## src/rtl/multi_enemy_hit_judge.sv

```systemverilog
// Bullet-vs-enemy hit judge for N_ENEMY channels.
// Each enemy carries health, a hitbox around its registered position and an
// ALIVE/BOOM/DEAD lifecycle. At most one hit per cycle; the lowest index wins.
// Optional feature: define HIT_SCORE_EN to add a saturating 16-bit score output.
module multi_enemy_hit_judge #(
    parameter int unsigned N_ENEMY  = 4,
    parameter int unsigned COORD_W  = 10,
    parameter int unsigned HP_W     = 3,
    parameter int unsigned Y_OFFSET = 480,
    parameter int unsigned BOX_XL   = 10,
    parameter int unsigned BOX_XR   = 50,
    parameter int unsigned BOX_YT   = 50,
    parameter int unsigned BOX_YB   = 40,
    parameter int unsigned BOOM_CYC = 16,
    localparam int unsigned IDX_W   = (N_ENEMY > 1) ? $clog2(N_ENEMY) : 1
) (
    input  logic                        clk,
    input  logic                        rst,
    input  logic                        load,
    input  logic [N_ENEMY*HP_W-1:0]     init_hp,
    input  logic [N_ENEMY*COORD_W-1:0]  ep_x,
    input  logic [N_ENEMY*COORD_W-1:0]  ep_y,
    input  logic [N_ENEMY-1:0]          enemy_en,
    input  logic [COORD_W-1:0]          b_x,
    input  logic [COORD_W-1:0]          b_y,
    input  logic                        b_valid,
    output logic                        bullet_consume,
    output logic                        hit,
    output logic [IDX_W-1:0]            hit_idx,
    output logic [N_ENEMY*HP_W-1:0]     hp_out,
    output logic [N_ENEMY-1:0]          boom,
    output logic [N_ENEMY-1:0]          dead
`ifdef HIT_SCORE_EN
    ,
    output logic [15:0]                 score
`endif
);

    // Two guard bits so box edges below zero or past 2^COORD_W never wrap.
    localparam int unsigned CW    = COORD_W + 2;
    localparam int unsigned CNT_W = (BOOM_CYC > 1) ? $clog2(BOOM_CYC) : 1;

    localparam logic signed [CW-1:0] XL    = CW'(BOX_XL);
    localparam logic signed [CW-1:0] XR    = CW'(BOX_XR);
    localparam logic signed [CW-1:0] YT    = CW'(BOX_YT);
    localparam logic signed [CW-1:0] YB    = CW'(BOX_YB);
    localparam logic [CW-1:0]        Y_OFS = CW'(Y_OFFSET);
    localparam logic [CNT_W-1:0]     CNT_LAST = CNT_W'(BOOM_CYC - 1);

    typedef enum logic [1:0] {StAlive, StBoom, StDead} state_t;

    logic signed [CW-1:0] ex_q [N_ENEMY];
    logic signed [CW-1:0] ey_q [N_ENEMY];
    logic [N_ENEMY-1:0]   en_q;
    logic [HP_W-1:0]      hp_q [N_ENEMY];
    state_t               state_q [N_ENEMY];
    logic [CNT_W-1:0]     cnt_q [N_ENEMY];
    logic                 armed_q;

    logic signed [CW-1:0] bx_s;
    logic signed [CW-1:0] by_s;
    logic [N_ENEMY-1:0]   match;
    logic                 match_any;
    logic [IDX_W-1:0]     win_idx;
    logic                 hit_now;

    assign bx_s    = $signed({2'b00, b_x});
    assign by_s    = $signed({2'b00, b_y});
    // A simultaneous load discards the hit entirely.
    assign hit_now = match_any && !load;

    // Register enemy positions (y pre-offset) and enables one cycle ahead of the compare.
    always_ff @(posedge clk or posedge rst) begin
        if (rst) begin
            for (int i = 0; i < N_ENEMY; i++) begin
                ex_q[i] <= '0;
                ey_q[i] <= '0;
            end
            en_q <= '0;
        end else begin
            for (int i = 0; i < N_ENEMY; i++) begin
                ex_q[i] <= $signed({2'b00, ep_x[i*COORD_W +: COORD_W]});
                ey_q[i] <= $signed({2'b00, ep_y[i*COORD_W +: COORD_W]} + Y_OFS);
            end
            en_q <= enemy_en;
        end
    end

    // Per-enemy hitbox test against the live bullet.
    always_comb begin
        match = '0;
        for (int i = 0; i < N_ENEMY; i++) begin
            match[i] = b_valid && armed_q && en_q[i] && (state_q[i] == StAlive) &&
                       (bx_s >= ex_q[i] - XL) && (bx_s < ex_q[i] + XR) &&
                       (by_s > ey_q[i] - YT) && (by_s < ey_q[i] + YB);
        end
    end

    // Lowest matching index wins.
    always_comb begin
        match_any = 1'b0;
        win_idx   = '0;
        for (int i = N_ENEMY - 1; i >= 0; i--) begin
            if (match[i]) begin
                match_any = 1'b1;
                win_idx   = IDX_W'(i);
            end
        end
    end

    // Per-enemy health and ALIVE/BOOM/DEAD lifecycle.
    always_ff @(posedge clk or posedge rst) begin
        if (rst) begin
            for (int i = 0; i < N_ENEMY; i++) begin
                hp_q[i]    <= '0;
                state_q[i] <= StDead;
                cnt_q[i]   <= '0;
            end
        end else if (load) begin
            for (int i = 0; i < N_ENEMY; i++) begin
                hp_q[i]    <= init_hp[i*HP_W +: HP_W];
                state_q[i] <= (init_hp[i*HP_W +: HP_W] != '0) ? StAlive : StDead;
                cnt_q[i]   <= '0;
            end
        end else begin
            for (int i = 0; i < N_ENEMY; i++) begin
                case (state_q[i])
                    StAlive: begin
                        // ALIVE implies hp != 0, so this decrement cannot underflow.
                        if (hit_now && (win_idx == IDX_W'(i))) begin
                            hp_q[i] <= hp_q[i] - HP_W'(1);
                            if (hp_q[i] == HP_W'(1)) begin
                                state_q[i] <= StBoom;
                                cnt_q[i]   <= '0;
                            end
                        end
                    end
                    StBoom: begin
                        if (cnt_q[i] == CNT_LAST) begin
                            state_q[i] <= StDead;
                        end else begin
                            cnt_q[i] <= cnt_q[i] + CNT_W'(1);
                        end
                    end
                    StDead:  ;
                    default: state_q[i] <= StDead;
                endcase
            end
        end
    end

    // Hit pulses and the one-hit-per-bullet arming flag.
    always_ff @(posedge clk or posedge rst) begin
        if (rst) begin
            hit            <= 1'b0;
            bullet_consume <= 1'b0;
            hit_idx        <= '0;
            armed_q        <= 1'b1;
        end else begin
            hit            <= hit_now;
            bullet_consume <= hit_now;
            if (hit_now) begin
                hit_idx <= win_idx;
                armed_q <= 1'b0;
            end else if (!b_valid) begin
                armed_q <= 1'b1;
            end
        end
    end

    // Pack health and decode lifecycle flags.
    always_comb begin
        hp_out = '0;
        boom   = '0;
        dead   = '0;
        for (int i = 0; i < N_ENEMY; i++) begin
            hp_out[i*HP_W +: HP_W] = hp_q[i];
            boom[i]                = (state_q[i] == StBoom);
            dead[i]                = (state_q[i] == StDead);
        end
    end

`ifdef HIT_SCORE_EN
    logic        kill;
    logic [16:0] score_sum;

    assign kill = hit_now && (hp_q[win_idx] == HP_W'(1));

    // One point per hit, four more for the killing blow.
    always_comb begin
        score_sum = {1'b0, score} + (kill ? 17'd5 : 17'd1);
    end

    // Saturating score; deliberately untouched by load.
    always_ff @(posedge clk or posedge rst) begin
        if (rst) begin
            score <= '0;
        end else if (hit_now) begin
            score <= score_sum[16] ? 16'hFFFF : score_sum[15:0];
        end
    end
`endif

endmodule

```

## config.mk

```make
export PLATFORM = sky130hd
export DESIGN_NAME = multi_enemy_hit_judge
export DESIGN_NICKNAME = d
export VERILOG_FILES = /design/src/rtl/multi_enemy_hit_judge.sv
export SDC_FILE = /design/constraint.sdc
export NUM_CORES = 1
export LEC_CHECK = 0
export ABC_CLOCK_PERIOD_IN_PS = 11200
export CORE_MARGIN = 5
export CORE_UTILIZATION = 30
export DETAILED_ROUTE_END_ITERATION = 10
export GPL_TIMING_DRIVEN = 0
export SLEW_MARGIN = 20
export SYNTH_ARGS = -nofsm -noshare
export SYNTH_HDL_FRONTEND = slang
export SYNTH_SLANG_ARGS = --single-unit
```

## constraint.sdc

```tcl
create_clock -name clk -period 11.2 [get_ports clk]
set_input_delay 1.12 -clock clk [delete_from_list [all_inputs] [get_ports clk]]
set_output_delay 1.12 -clock clk [all_outputs]
set_load 0.005 [all_outputs]
```

* Word-level counts from Yosys, hierarchy flattened *
Index checks and enable logic that the tools add are counted.
Widths: inputs -> output; s select.

word-level totals
  register bits = 128
  latch bits = 0
  RAM bits = 0
  memory bits (read-only) = 0
  output and inout bits = 24
  logic and storage cells = 229
  memories kept = 0

operators by class
  add/sub/neg operators = 28
  multipliers = 0
  div/mod/pow operators = 0
  magnitude comparators = 16
  equal/unequal tests = 40
  shift-type cells = 0
  mux-type cells = 57
  bitwise operators = 0
  reduce and logical (&&, ||, !) cells = 64

operators with widths
  cell                   number
  $add 11x6->12 const B  4
  $gt 11x12->1           4
  $lt 11x12->1           4
  $mux 4                 12
  $sub 11x6->12 const B  4
  $add 10x6->11 const B  4
  $add 10x9->11 const B  4
  $ge 11x11->1           4
  $lt 10x11->1           4
  $sub 10x4->11 const B  4
  $mux 2                 20
  $ne 3x2->1 const B     12
  $pmux 4 s2             4
  $reduce_and 4->1       8
  $logic_and 1x1->1      30
  $mux 3                 8
  $pmux 2 s3             4
  $reduce_bool 3->1      8
  $add 4x1->4 const B    4
  $eq 4x4->1 const B     4
  $mux 16                1
  $reduce_bool 2->1      8
  $eq 2x2->1 const B     6
  $eq 3x1->1 const B     4
  11 further kinds       36

* Logic depth before layout (Yosys ltp) *
Gate-level depths: netlist (run 1).

  word-level depth = 16
  depth in mapped cells = 16

* Least setup slack after synthesis (run 1) *
Ideal clock, no wire load.

  path kind = reg-to-reg
  start point = register ey_q[27] in the netlist's numbering
  end point = register cnt_q[3] in the netlist's numbering
  arrival time = 3624 ps
  required time = 11080 ps
  slack = 7457 ps
  stages on the path, launching flop included = 15
  buffers on the path = 0
  clock period less this slack = 3743 ps
  cells stage by stage = dfrtp_1 ha_1 a21o_1 a31oi_2 nand2_1 xor2_1 ha_1 nand2_1 nor4_2 a2bb2oi_2 a22oi_1 and4b_1 a222oi_1 a31oi_2 a31o_1

between the ends
  word-level cells in the longest chain between the ends = 10
  elaborated cells on any way between the ends = 15
  classes of those cells = 2 x add/sub; 2 x order compare; 2 x eq/ne; 4 x mux; 5 x reduce/logical

RTL lines
  what                                             RTL line  text
  start, declared                                  53        logic signed [CW-1:0] ey_q [N_ENEMY];
  start signal, assigned by index                  83        ey_q[i] <= $signed({2'b00, ep_y[i*COORD_W +: COORD_W]} + Y_OFS);
  $sub 11x6->12                                    95        (by_s > ey_q[i] - YT) && (by_s < ey_q[i] + YB);
  $gt 11x12->1                                     95
  $logic_and 1x1->1                                94        (bx_s >= ex_q[i] - XL) && (bx_s < ex_q[i] + XR) &&
  $logic_and 1x1->1 (*)                            95
  $mux 2 or $mux 1 (tied branches) (2 in series)   104       if (match[i]) begin
  $eq 2x2->1 or $logic_and 1x1->1 (tied branches)  130, 70
  $logic_and 1x1->1 (*)                            130       if (hit_now && (win_idx == IDX_W'(i))) begin
  $ne 3x2->1 (no line) (*)                         -
  $reduce_and 4->1 (no line) (*)                   -
  end signal, assigned by index                    142       cnt_q[i] <= cnt_q[i] + CNT_W'(1);
  end, declared                                    57        logic [CNT_W-1:0] cnt_q [N_ENEMY];

Every way passes the cells marked *; elsewhere a longest branch is shown, timed or not.
A chain may end at the register's enable or synchronous reset.

* Worst setup path in the final report (run 1) *
  start point = input b_y[7]
  end point = register cnt_q[3] in the netlist's numbering

between the ends
  word-level cells in the longest chain between the ends = 11
  elaborated cells on any way between the ends = 29
  classes of those cells = 8 x order compare; 2 x eq/ne; 8 x mux; 11 x reduce/logical

RTL lines
  what                                             RTL line  text
  start, declared                                  25        input logic [COORD_W-1:0] b_y,
  $gt 11x12->1                                     95
  $logic_and 1x1->1                                94
  $logic_and 1x1->1                                95
  $mux 2 or $mux 1 (tied branches) (4 in series)   104
  $eq 2x2->1 or $logic_and 1x1->1 (tied branches)  130, 70
  $logic_and 1x1->1 (*)                            130
  $ne 3x2->1 (no line) (*)                         -
  $reduce_and 4->1 (no line) (*)                   -

Marks and branches as above.

==> summary.txt, run 1 <==
Fin. Hold Viols: 0
Max IR drop VDD: 88.64 µV
Grt total ovfl: 0
EDFF count, synth: 0
Synth area leaders: dfrtp_1 (29%), ha_1 (22%), xnor2_1 (5.3%)
Final WS setup: 6.522 ns
Fill cells: 3445
Max-cap violations: 0
Synth-to-Final Area Change: 24.88%
Clock root buffer: clkbuf_16
Via density: 4.988
RSZ-0062 raised after global routing: false
Max transition margin: 0.3407
Vias in the first global route: 8859
H-Tree Depth: 4
Setup-failing EPs final: 0
CTS tree: done
# placed instances: 1702
Critical path peak fanout: 8
Power density over the cells: 114.1 mW/mm²
Routed Wire Length: 28.82 mm
CP Launch Point: b_y[7]
Yosys warnings: 0
Post-DRT Antenna Nets: 0
Status: finished, final reports clean
Crit. End Element: register
Cts repair resizes: 0
# rows: 68
Cell count after synthesis: 1103
Setup TNS: 0 ns
Gp weighted congestion: 0.8267
GRT Resource Usage Total: 0.1495
Post-synth ARST share: 1.000
WL/cell: 16.62 µm
Register area share after synthesis: 0.3048
Tot Pwr: 0.001500 W
Port Buffer Count: 143
CTS Hold Buffers Added: 0
Reg-to-reg critical path startpoint: ey_q[27]
Io pins: 144
Die area: 0.03894 mm²
Max Slew Vio Count: 0
Share of layout cells above drive strength 1: 0.05551
Initial detailed-routing violation count: 349
Min-Delay Path Class: register to register
First-pass GRT wire length: 46.04 mm
Post-route DRC: 0
Fin nets: 1570
Syn avg cell area: 9.545 µm²
Top_reg_cell synth: dfrtp_1
Clk pin slew, worst setup/hold paths: 0.07 ns
Leak: 5.827 nW
Worst-margin pin slew: 0.9889 ns
Mapped Nets: 1407
Core area: 0.03463 mm²
Initial antenna violation count: 0
DRT Pass-1 Iters: 4
Setup Slack @ Placement: 5.979 ns
Largest net degree at the start of global routing: 67
Post-synth top area cell: dfrtp_1
Area share of the largest cell type after synthesis: 0.2924
TritonCTS Buffers: 17
Period utilisation layout: 0.4177
Via count: 8650
ANT cells: 0
Synthesized area: 0.01053 mm²
Hold Startpoint: armed_q
Post-CTS Setup Bufs: 0
Unique masters post-synth: 89
Achievable frequency: 213.7 MHz
Initial Utilization: 0.3040
Top cells by count, synth: ha_1 (184), dfrtp_1 (123), nand2_1 (73), inv_1 (71), xnor2_1 (64)
Crit path kind: input pin to register
Clock buffer depth: 2
Die H: 197.3 µm
Final setup skew: 0.01027 ns
Register bit total from synthesis: 128
Worst hold margin: 0.4565 ns
Fin cells: 1734
Clk Latency, worst-skew pair: 0.43 ns
Count leader, synth: ha_1
Die width: 197.3 µm
Arrival @ worst endpoint: 5.01 ns
Tmin final: 4.678 ns
CP Data Required Time: 11.53 ns
Crit start category: input pin
Clk sinks: 128
Detailed placement HPWL: 22.18 mm
## state kept, by name, indices dropped and copies added, names as in the netlist
| register | count |
|---|---|
| en_q | 4 |
| hp_out | 12 |
| state_q | 8 |
| hit_idx | 2 |
| armed_q | 1 |
| ex_q | 40 |
| hit | 1 |
| ey_q | 44 |
| cnt_q | 16 |
## through the flow
step | util | area [µm²]
after CTS | 0.3796 | 13150
after global routing | 0.3796 | 13150
after floorplan | - | 10530
after detailed placement | 0.3628 | 12560
after global placement | 0.3618 | 12530
final | 0.3796 | 13150
## layer usage
metal / vias to the layer above / track usage / part of all wire
met4: 0 / 0.04622 / 0.021
met2: 157 / 0.2413 / 0.46
met1: 4110 / 0.1998 / 0.47
li1: 4350 / - / -
met3: 33 / 0.03428 / 0.043
met5: - / 0 / 0
## cell type report
class / instances / area [µm²] / area share
buffer: 31 / 160.2 / 0.01218
clock buffer: 21 / 450.4 / 0.03426
clock inverter: 11 / 132.6 / 0.01009
inverter: 71 / 274.0 / 0.02084
multi-input combinational: 873 / 6892 / 0.5242
sequential: 128 / 3209 / 0.2441
tap: 455 / 569.3 / 0.04330
timing repair buffer: 144 / 1459 / 0.1110
## where the power goes
group | leakage, nW | internal, W | switching, W | total, W
Sequential | 1.53 | 0.000492 | 0.0000307 | 0.000522
Combinational | 4.03 | 0.000199 | 0.000214 | 0.000413
Clock | 0.267 | 0.000335 | 0.000229 | 0.000564
Total | 5.83 | 0.00103 | 0.000474 | 0.00150
## cells by family (layout without fill, tap and decap cells)
| family | after synthesis | count (layout) | share of synthesized area |
|---|---|---|---|
| buf+inv | 102 | 278 | 0.04053 |
| flops | 128 | 128 | 0.3048 |
| fa+ha+maj | 184 | 184 | 0.2187 |
| simple gates | 310 | 310 | 0.1541 |
| mux | 7 | 7 | 0.007012 |
| xor+xnor | 121 | 121 | 0.1007 |
| compound gates | 251 | 251 | 0.1741 |
## path summary, 6_finish.rpt
path | end | slack, ns | depth (start not counted)
worst max-delay path | cnt_q[3] | 6.52 | 10
worst min-delay path | armed_q | 0.46 | 2
worst max register to register | cnt_q[3] | 6.65 | 14
worst min register to register | armed_q | 0.46 | 2
max in group asynchronous | ex_q[43] | 9.38 | 3
min in group asynchronous | ex_q[16] | 1.12 | 2
## layout by cell type, fill, tap and decap left out, types with 6 or more instances in the layout
cell / count
dfrtp_1: 123
a31oi_1: 10
nand4_1: 15
clkbuf_16: 17
and2_1: 6
nand2b_1: 14
nor2_1: 54
clkdlybuf4s50_1: 143
o2111ai_1: 8
nand3_1: 35
o21ai_0: 38
nor2b_1: 30
and3_1: 11
xor2_1: 57
nor4_1: 12
a21oi_1: 58
a211oi_1: 9
clkbuf_1: 24
nand2_1: 73
inv_1: 70
ha_1: 184
o211ai_1: 16
xnor2_1: 64
a21o_1: 25
o21a_1: 8
or3_1: 14
nor3_1: 21
## critical path, cell delays in order
cell,delay [ns]
clkdlybuf4s50_1,0.86
ha_1,0.37
nand4_1,0.14
nor2_1,0.07
a221oi_1,0.47
a22oi_1,0.23
and4b_1,0.25
a222oi_1,0.87
a31oi_2,0.33
a31o_1,0.29
Power figures use the tool's default switching activity.
==> inputs of run 2 (changes only) <==
--- a/config.mk
+++ b/config.mk
@@ -5,7 +5,7 @@
 export SDC_FILE = /design/constraint.sdc
 export NUM_CORES = 1
 export LEC_CHECK = 0
-export ABC_CLOCK_PERIOD_IN_PS = 11200
+export ABC_CLOCK_PERIOD_IN_PS = 4800
 export CORE_MARGIN = 5
 export CORE_UTILIZATION = 30
 export DETAILED_ROUTE_END_ITERATION = 10
==> constraint.sdc (replaced) <==
create_clock -name clk -period 4.8 [get_ports clk]
set_input_delay 0.48 -clock clk [delete_from_list [all_inputs] [get_ports clk]]
set_output_delay 0.48 -clock clk [all_outputs]
set_load 0.005 [all_outputs]
==> summary.txt, run 2 (synthesis gave the netlist of run 1 again) <==
Die width: 197.3 µm (unchanged)
Crit start category: register
Flop-to-flop setup slack: 0.26 ns (-6.39 ns)
Cts repair resizes: 0 (unchanged)
GRT Resource Usage Total: 0.1495 (unchanged)
WL met1: 13.60 mm (-0.11%)
Largest net degree at the start of global routing: 67 (unchanged)
Setup-failing EPs final: 0 (unchanged)
First-pass GRT wire length: 46.04 mm (unchanged)
Share of layout cells above drive strength 1: 0.05551 (unchanged)
Routed Wire Length: 28.82 mm (about the same)
CP bufs+invs: 0 (-1)
Worst-margin pin slew: 0.9886 ns (-0.0003399 ns)
Largest register by flop count: ey_q
Max Slew Vio Count: 0 (unchanged)
Reg-to-reg critical path startpoint: ey_q[27]
Clk pin slew, worst setup/hold paths: 0.07 ns (about the same)
H-Tree Depth: 4 (unchanged)
RSZ-0062 raised after global routing: false
Arrival @ worst endpoint: 4.87 ns (-0.14 ns)
R2R Path End: cnt_q[3]
Detailed placement HPWL: 22.18 mm (unchanged)
Via density: 4.984 (about the same)
Gp weighted congestion: 0.8267 (unchanged)
Achievable frequency: 220.4 MHz
Min-Delay Path Class: register to register
Clock root buffer: clkbuf_16
Crit-path cells: ha_1, a21o_1, a31oi_2, nand2_1, xor2_1, ha_1, nand2_1, nor2_1, a221oi_1, a22oi_1, and4b_1, a222oi_1, a31oi_2, a31o_1
Initial Utilization: 0.3040 (unchanged)
Io pins: 144 (unchanged)
Largest register FFs: 44 (unchanged)
Area taken by multi-input logic gates: 0.006892 mm² (unchanged)
Die area: 0.03894 mm² (unchanged)
Status: finished, final reports clean
CTS tree: done
Max-cap violations: 0 (unchanged)
Max IR drop VDD: 206.9 µV (+130%)
Via count: 8643 (-0.081%)
Largest delay share family, worst path: compound AO/OA/AOI/OAI gates
Initial detailed-routing violation count: 351 (+0.57%)
Most common cell after layout, fill and taps aside: ha_1
Post-DRT Antenna Nets: 0 (unchanged)
Hold Path Depth: 2 (unchanged)
Post-route DRC: 0 (unchanged)
Clock buffer depth: 2 (unchanged)
Vias in the first global route: 8859 (unchanged)
Top flop regs: ey_q x44, ex_q x40, cnt_q x16
Clk Latency, worst-skew pair: 0.43 ns (about the same)
Period utilisation layout: 0.9454
Fin nets: 1570 (unchanged)
Clk sinks: 128 (unchanged)
Fin. Hold Viols: 0 (unchanged)
Fill cells: 3445 (unchanged)
WL/cell: 16.62 µm (about the same)
CTS Hold Buffers Added: 0 (unchanged)
Crit. End Element: register
Max transition margin: 0.3410 (about the same)
Core area: 0.03463 mm² (unchanged)
Port Buffer Count: 143 (unchanged)
Crit path kind: register to register
Hold Startpoint: armed_q
Worst path max stage delay: 0.86 ns (about the same)
Post-layout util: 0.3796 (unchanged)
Setup Slack @ Placement: 0.1863 ns (-5.792 ns)
Critical path peak fanout: 7 (-1)
Final setup skew: 0.01024 ns (-0.00002770 ns)
Met2 wire length: 13.38 mm (about the same)
# rows: 68 (unchanged)
TritonCTS Buffers: 17 (unchanged)
Uppermost layer routed: met4
Commonest cells after routing, fill and taps aside: ha_1 (184), clkdlybuf4s50_1 (143), dfrtp_1 (123)
Routed length on met3: 1.244 mm (+0.32%)
CP Data Required Time: 5.13 ns (-6.40 ns)
DRT Pass-1 Iters: 4 (unchanged)
Die H: 197.3 µm (unchanged)
Slowest-stage cell, CP: a222oi_1
FF/Latch Area: 0.003209 mm² (unchanged)
Power density over the cells: 266.1 mW/mm² (+130%)
Initial antenna violation count: 0 (unchanged)
ANT cells: 0 (unchanged)
Reg2reg path depth: 14 (unchanged)
Tmin final: 4.538 ns
Leak: 5.827 nW (about the same)
Final WS setup: 0.2621 ns (-6.259 ns)
Post-CTS Setup Bufs: 0 (unchanged)
Grt total ovfl: 0 (unchanged)
Hold endpoint: armed_q
Synth-to-Final Area Change: 24.88% (unchanged)
## run 2: power breakdown
group | total (W) | switching, W | internal, W
combinational | 0.000964 | 0.000500 | 0.000464
clock | 0.00132 | 0.000534 | 0.000783
sequential | 0.00122 | 0.0000717 | 0.00115
## run 2: how the worst max path moves through the flow
stage | from | endpoint | depth (start not counted)
after global placement | rst | ey_q[27] | 2
after CTS | ey_q[27] | cnt_q[3] | 14
after global routing | ey_q[27] | cnt_q[3] | 14
final | ey_q[27] | cnt_q[3] | 14
after floorplan | rst | cnt_q[0] | 1
after detailed placement | ey_q[27] | cnt_q[3] | 14
## run 2: routing by layer
metal / up-vias / global-route usage
met2: 157 / 0.2413
li1: 4348 / -
met3: 33 / 0.03428
met4: 0 / 0.04622
met1: 4105 / 0.1998
met5: - / 0
## run 2: cell type report
cell class / count / area share
Tap cell: 455 / 0.04330
Clock buffer: 21 / 0.03426
Clock inverter: 11 / 0.01009
Timing Repair Buffer: 144 / 0.1110
Inverter: 71 / 0.02084
Buffer: 31 / 0.01218
Sequential cell: 128 / 0.2441
Multi-Input combinational cell: 873 / 0.5242
## run 2: worst reg2reg max path, stage by stage, from the launching register on
cell and delay [ns]:
dfrtp_1 0.48, ha_1 0.32, a21o_1 0.21, a31oi_2 0.27, nand2_1 0.11, xor2_1 0.15
ha_1 0.30, nand2_1 0.10, nor2_1 0.06, a221oi_1 0.47, a22oi_1 0.23, and4b_1 0.25
a222oi_1 0.86, a31oi_2 0.33, a31o_1 0.29
## run 2: through the flow
stage / instances / hold WS (ns) / area (µm²) / TNS, ns / power, W
finish: 1734 / 0.4565 / 13150 / 0 / 0.003499
global route: 1734 / 0.4506 / 13150 / 0 / 0.003736
CTS: 1734 / 0.4477 / 13150 / 0 / 0.003566
detailed placement: 1702 / 0.4535 / 12560 / 0 / 0.002208
global placement: 1701 / 0.4481 / 12530 / -174.20 / 0.002178
floorplan: 1103 / 0.4356 / 10530 / 0 / 0.001837
==> RTL change 1, RTL diff (settings of run 2) <==
Add an input register stage for `ep_y`, without a reset; this delays it by one clock. The other inputs are not delayed to match.
--- a/src/rtl/multi_enemy_hit_judge.sv
+++ b/src/rtl/multi_enemy_hit_judge.sv
@@ -50,4 +50,10 @@
     typedef enum logic [1:0] {StAlive, StBoom, StDead} state_t;
 
+    logic [N_ENEMY*COORD_W-1:0] ep_y_q;
+
+    always_ff @(posedge clk) begin
+        ep_y_q <= ep_y;
+    end
+
     logic signed [CW-1:0] ex_q [N_ENEMY];
     logic signed [CW-1:0] ey_q [N_ENEMY];
@@ -81,5 +87,5 @@
             for (int i = 0; i < N_ENEMY; i++) begin
                 ex_q[i] <= $signed({2'b00, ep_x[i*COORD_W +: COORD_W]});
-                ey_q[i] <= $signed({2'b00, ep_y[i*COORD_W +: COORD_W]} + Y_OFS);
+                ey_q[i] <= $signed({2'b00, ep_y_q[i*COORD_W +: COORD_W]} + Y_OFS);
             end
             en_q <= enemy_en;
Formal check against the unedited RTL: not equivalent (a bounded check fails within 4 cycles, from zero or initial values and one cycle with rst high).
==> RTL change 1 against run 2 <==
- setup slack gained 0.33 ns
- power grew 13%
- final area grew 6.7%
- via count grew 3.8%
- core utilization shrank 0.54 points
- count of clock-buffer cells in the layout shrank 3
- final cell count grew 6.1%
- sequential cell count grew 40
- routed wire length grew 2.2%
- area after synthesis grew 7.5%
- largest cell class unchanged
- largest power group is now registers
==> RTL change 1: results (changes against run 2) <==
Outcome -> finished, final reports clean
Total CTS buffers -> 17 (unchanged)
Layout cells sized above 1 -> 5.05% (-0.51 points)
Pre-CTS WS -> 0.139 ns (-0.0476 ns)
Final GP Congestion -> 0.829 (+0.25%)
Placed Cells -> 1807 (+6.2%)
Routed WL -> 29500 um (+2.2%)
Worst hold margin -> 0.327 ns (-0.130 ns)
Psw -> 1280 uW (+15%)
Number of global-route vias before repair -> 9338 (+5.4%)
Largest net degree at the start of global routing -> 96 (+43%)
Met1 Use GR -> 18.0% (-2.0 points)
Comb pwr share -> 24.9% (-2.6 points)
GRT Util Overall -> 14.5% (-0.48 points)
Met2 usage -> 24.6% (+0.47 points)
Synth warn -> 0 (unchanged)
Worst Setup EP -> cnt_q[8]
Worst-skew pair later-pin latency -> 0.45 ns (+0.02 ns)
Reg2reg path depth -> 12 (-2)
Mapped Avg Cell Area -> 9.82 um^2 (+2.9%)
Nets -> 1619 (+3.1%)
Compound-gate portion of the synthesized area -> 15.5% (-1.9 points)
Hold Path Cell Cnt -> 0 (-2)
Area Overhead vs Synth -> 24.0%
DP HPWL -> 22800 um (+2.9%)
Post-synth top cells -> 184 x ha_1, 123 x dfrtp_1, 73 x nand2_1
Syn Nets -> 1456 (+3.5%)
FILL cells -> 3773 (+9.5%)
Critical Path Slowest Stage Cell -> a2111oi_4
Crit-path max FO -> 6 (-1)
Iteration-0 DRC Markers -> 401 (+14%)
Initial antenna violation count -> 1 (+1)
Area after DPL -> 13400 um^2 (+6.8%)
Hold_sp -> ep_y_q[2]
Register area share after synthesis -> 35.4% (+5.0 points)
Leak -> 0.00611 uW (+4.8%)
WL/cell -> 16.0 um (-3.7%)
Vias per inst -> 4.87 (-2.2%)
Flop2flop setup slack -> 0.59 ns (+0.33 ns)
Critical path data arrival time -> 4.55 ns (-0.32 ns)
Hold endpoint -> ey_q[38]
Worst slew margin -> 50.3% (+16 points)
First-pass GRT wire length -> 47900 um (+4.0%)
CTS max path bufs -> 2 (unchanged)
XOR/XNOR Fraction of Synth Area -> 9.83% (-0.23 points)
Synth area leaders -> dfrtp_1 27%, ha_1 20%, dfxtp_1 7.1%, xor2_1 5.0%, xnor2_1 4.9%
Distinct cell type count after synthesis -> 80 (-10%)
Post-synth ARST share -> 76.2% (-24 points)
Mux share of post-synthesis cell area -> 0.752% (+0.051 points)
GR Layer Usage met3 -> 3.38% (-0.048 points)
CP startpoint -> ex_q[27]
Slowest stage delay, CP -> 0.61 ns (-0.25 ns)
Post-Synth Adder-Cell Area -> 20.3% (-1.5 points)
FMAX -> 0.238 GHz (+7.8%)
Clock skew -> 0.0125 ns (+0.00223 ns)
Sequential cell power -> 1580 uW (+30%)
Comb pwr -> 987 uW (+2.4%)
Top flop regs -> ey_q: 44 flops, ep_y_q: 40 flops, ex_q: 40 flops
Maximum VDD drop -> 0.215 mV (+4.0%)
-- RTL change 1: cell count changes in the layout (fill, tap and decap cells not counted), moves of 4 or more --
cell / run 2 / this run
dfxtp_1: 0 / 40
a21oi_1: 58 / 63
inv_8: 1 / 6
o21ai_0: 38 / 29
clkinvlp_4: 5 / 1
nor3_1: 21 / 39
nor2b_1: 30 / 26
xor2_1: 57 / 64
a31oi_1: 10 / 14
o21bai_1: 1 / 5
a21o_1: 25 / 21
o22ai_1: 1 / 8
a221o_1: 4 / 0
or3_1: 14 / 10
-- RTL change 1: area by class of cell --
class	instances	area share, %
multi-input cells	887	49.5
flip-flops and latches	168	28.6
repair buffers	144	10.4
well taps	511	4.56
clock buffers	18	3.13
inverters	68	1.87
clock inverters	14	1.11
plain buffers	29	0.847
diodes	1	0.0178
-- RTL change 1: routing by layer --
metal  wire length, um  vias up
met4               687        0
met5                 0        -
met2             14500      137
met3              1160       37
met1             13200     4287
li1                  -     4507
-- RTL change 1: logic make-up after synthesis --
| kind of cell | count (synthesis) |
|---|---|
| buffers and inverters | 97 |
| AOI/OAI and AO/OA | 248 |
| DFF | 168 |
| muxes | 8 |
| and+or+nand+nor | 320 |
| adders and majority gates | 184 |
| xor gates and xnor gates | 127 |
-- RTL change 1: timing repair --
action | CTS | global route
gates resized for setup | 0 | 1
endpoints found under the setup margin | 0 | 3
hold buffers | 0 | 0
-- RTL change 1: critical path, delay by kind of cell, from the launching register on --
family | cells | cell delay, ns
xor gates and xnor gates | 1 | 0.21
AOI/OAI and AO/OA | 5 | 1.79
DFF | 1 | 0.46
and+or+nand+nor | 4 | 1.04
adders and majority gates | 1 | 0.26
muxes | 1 | 0.33
==> RTL change 2, RTL diff (settings of run 2) <==
Made on the original files. Set the parameter `BOOM_CYC` to 32 (it was 16).
--- a/src/rtl/multi_enemy_hit_judge.sv
+++ b/src/rtl/multi_enemy_hit_judge.sv
@@ -12,5 +12,5 @@
     parameter int unsigned BOX_YT   = 50,
     parameter int unsigned BOX_YB   = 40,
-    parameter int unsigned BOOM_CYC = 16,
+    parameter int unsigned BOOM_CYC = 32,
     localparam int unsigned IDX_W   = (N_ENEMY > 1) ? $clog2(N_ENEMY) : 1
 ) (
Formal check against the unedited RTL: no difference found for any inputs over 4 cycles, from zero or initial values and one cycle with rst high; that may be too few to reach the edited logic, so the function may still have changed.
==> RTL change 2 against run 2 <==
- setup slack gained 0.15 ns
- power rose by 0.12%
- final area grew 2.6%
- sequential cell count is 4 higher
- clock skew is 0.0023 ns lower
- sequential share of layout area increased by 0.12 points
- routed wire length is 2.7% higher
- area after synthesis grew 3.4%
- combinational power is essentially flat
- critical path type unchanged
- critical endpoint is now cnt_q[14]
==> RTL change 2: results (changes against run 2) <==
Outcome -> finished, final reports clean
1st-pass router iterations -> 5 (+1)
Initial antenna violation count -> 4 (+4)
First-pass GRT wire length -> 47800 um (+3.8%)
XOR/XNOR Fraction of Synth Area -> 9.58% (-0.49 points)
Worst slew pin tran -> 1.06 ns (+0.0734 ns)
Layout cells sized above 1 -> 5.91% (+0.36 points)
Iteration-0 DRC Markers -> 498 (+42%)
Largest net degree at the start of global routing -> 80 (+19%)
Clock skew -> 0.00791 ns (-0.00233 ns)
CP delay by family, top -> simple AND/OR/NAND/NOR gates
WL/cell -> 16.5 um (-0.92%)
Flop2flop setup slack -> 0.41 ns (+0.15 ns)
Placed Cells -> 1765 (+3.7%)
Final GP Congestion -> 0.833 (+0.71%)
DP HPWL -> 23100 um (+4.0%)
GRT Util Overall -> 14.7% (-0.30 points)
H-tree levels -> 4 (unchanged)
Number of global-route vias before repair -> 9299 (+5.0%)
Mux share of post-synthesis cell area -> 0.713% (+0.012 points)
Min-Delay Path Class -> in2async
Post-synth top cells -> 188 x ha_1, 127 x dfrtp_1, 85 x nand2_1
Register area share after synthesis -> 30.4% (-0.076 points)
Critical path data arrival time -> 4.71 ns (-0.16 ns)
Routed WL -> 29600 um (+2.7%)
Vias per inst -> 5.08 (+1.9%)
Slowest stage delay, CP -> 0.59 ns (-0.27 ns)
Cell count after synthesis -> 1161 (+5.3%)
Critical Path Slowest Stage Cell -> nor4_2
Nets -> 1631 (+3.9%)
Crit Reg-Reg Endpoint -> cnt_q[14]
Maximum VDD drop -> 0.240 mV (+16%)
Worst hold margin -> 0.442 ns (-0.0149 ns)
Reg2reg path depth -> 15 (+1)
Psw -> 1130 uW (+1.9%)
Top flop regs -> ey_q: 44 flops, ex_q: 40 flops, cnt_q: 20 flops
Distinct cell type count after synthesis -> 82 (-7.9%)
Clock-pin transition on the worst setup and hold timing paths -> 0.06 ns
Total CTS buffers -> 17 (unchanged)
RTL change 2: layout make-up:
| cell class | instances | area, um^2 |
|---|---|---|
| Inverter | 70 | 270 |
| Timing Repair Buffer | 143 | 1450 |
| Clock inverter | 13 | 125 |
| Tap cell | 461 | 577 |
| Sequential cell | 132 | 3310 |
| Fill cell | 3582 | 22200 |
| Multi-Input combinational cell | 922 | 7140 |
| Buffer | 37 | 175 |
| Clock buffer | 19 | 443 |
RTL change 2: power groups by stage:
stage	combinational, uW	clock, uW	sequential [uW]
3_5_place_dp	965	0	1270
2_1_floorplan	616	0	1250
3_3_place_gp	935	0	1270
5_1_grt	1100	1370	1260
6_report	961	1290	1250
4_1_cts	972	1330	1250
RTL change 2: layer usage:
layer  part of all wire (%)  vias to the layer above  GRT usage [%]
met3                    5.5                       47           3.81
met5                   0.14                        -              0
li1                       -                     4575              -
met1                     47                     4299           19.5
met4                    2.2                        8           4.92
met2                     45                      199           23.3
RTL change 2: per-stage QoR:
step / setup slack, ns / total power (uW) / instance area, um^2
6_report: 0.412 / 3500 / 13500
5_1_grt: 0.0419 / 3730 / 13500
4_1_cts: 0.0179 / 3560 / 13500
3_5_place_dp: 0.0398 / 2240 / 12900
3_3_place_gp: -1.34 / 2210 / 12900
2_1_floorplan: 0.802 / 1870 / 10900
RTL change 2: cells by family after synthesis:
logic type | after synthesis
DFF | 132
and+or+nand+nor | 337
muxes | 7
xor gates and xnor gates | 119
buffers and inverters | 107
AOI/OAI and AO/OA | 271
adders and majority gates | 188
RTL change 2: worst max-delay path by stage:
stage                     cells after the start  slack [ns]         to
final                                        15        0.41  cnt_q[14]
after global routing                         15        0.04  cnt_q[14]
after CTS                                    15        0.02  cnt_q[12]
after detailed placement                     15        0.04  cnt_q[11]
after global placement                        2       -1.34    ey_q[6]
after floorplan                               1        0.80   cnt_q[0]
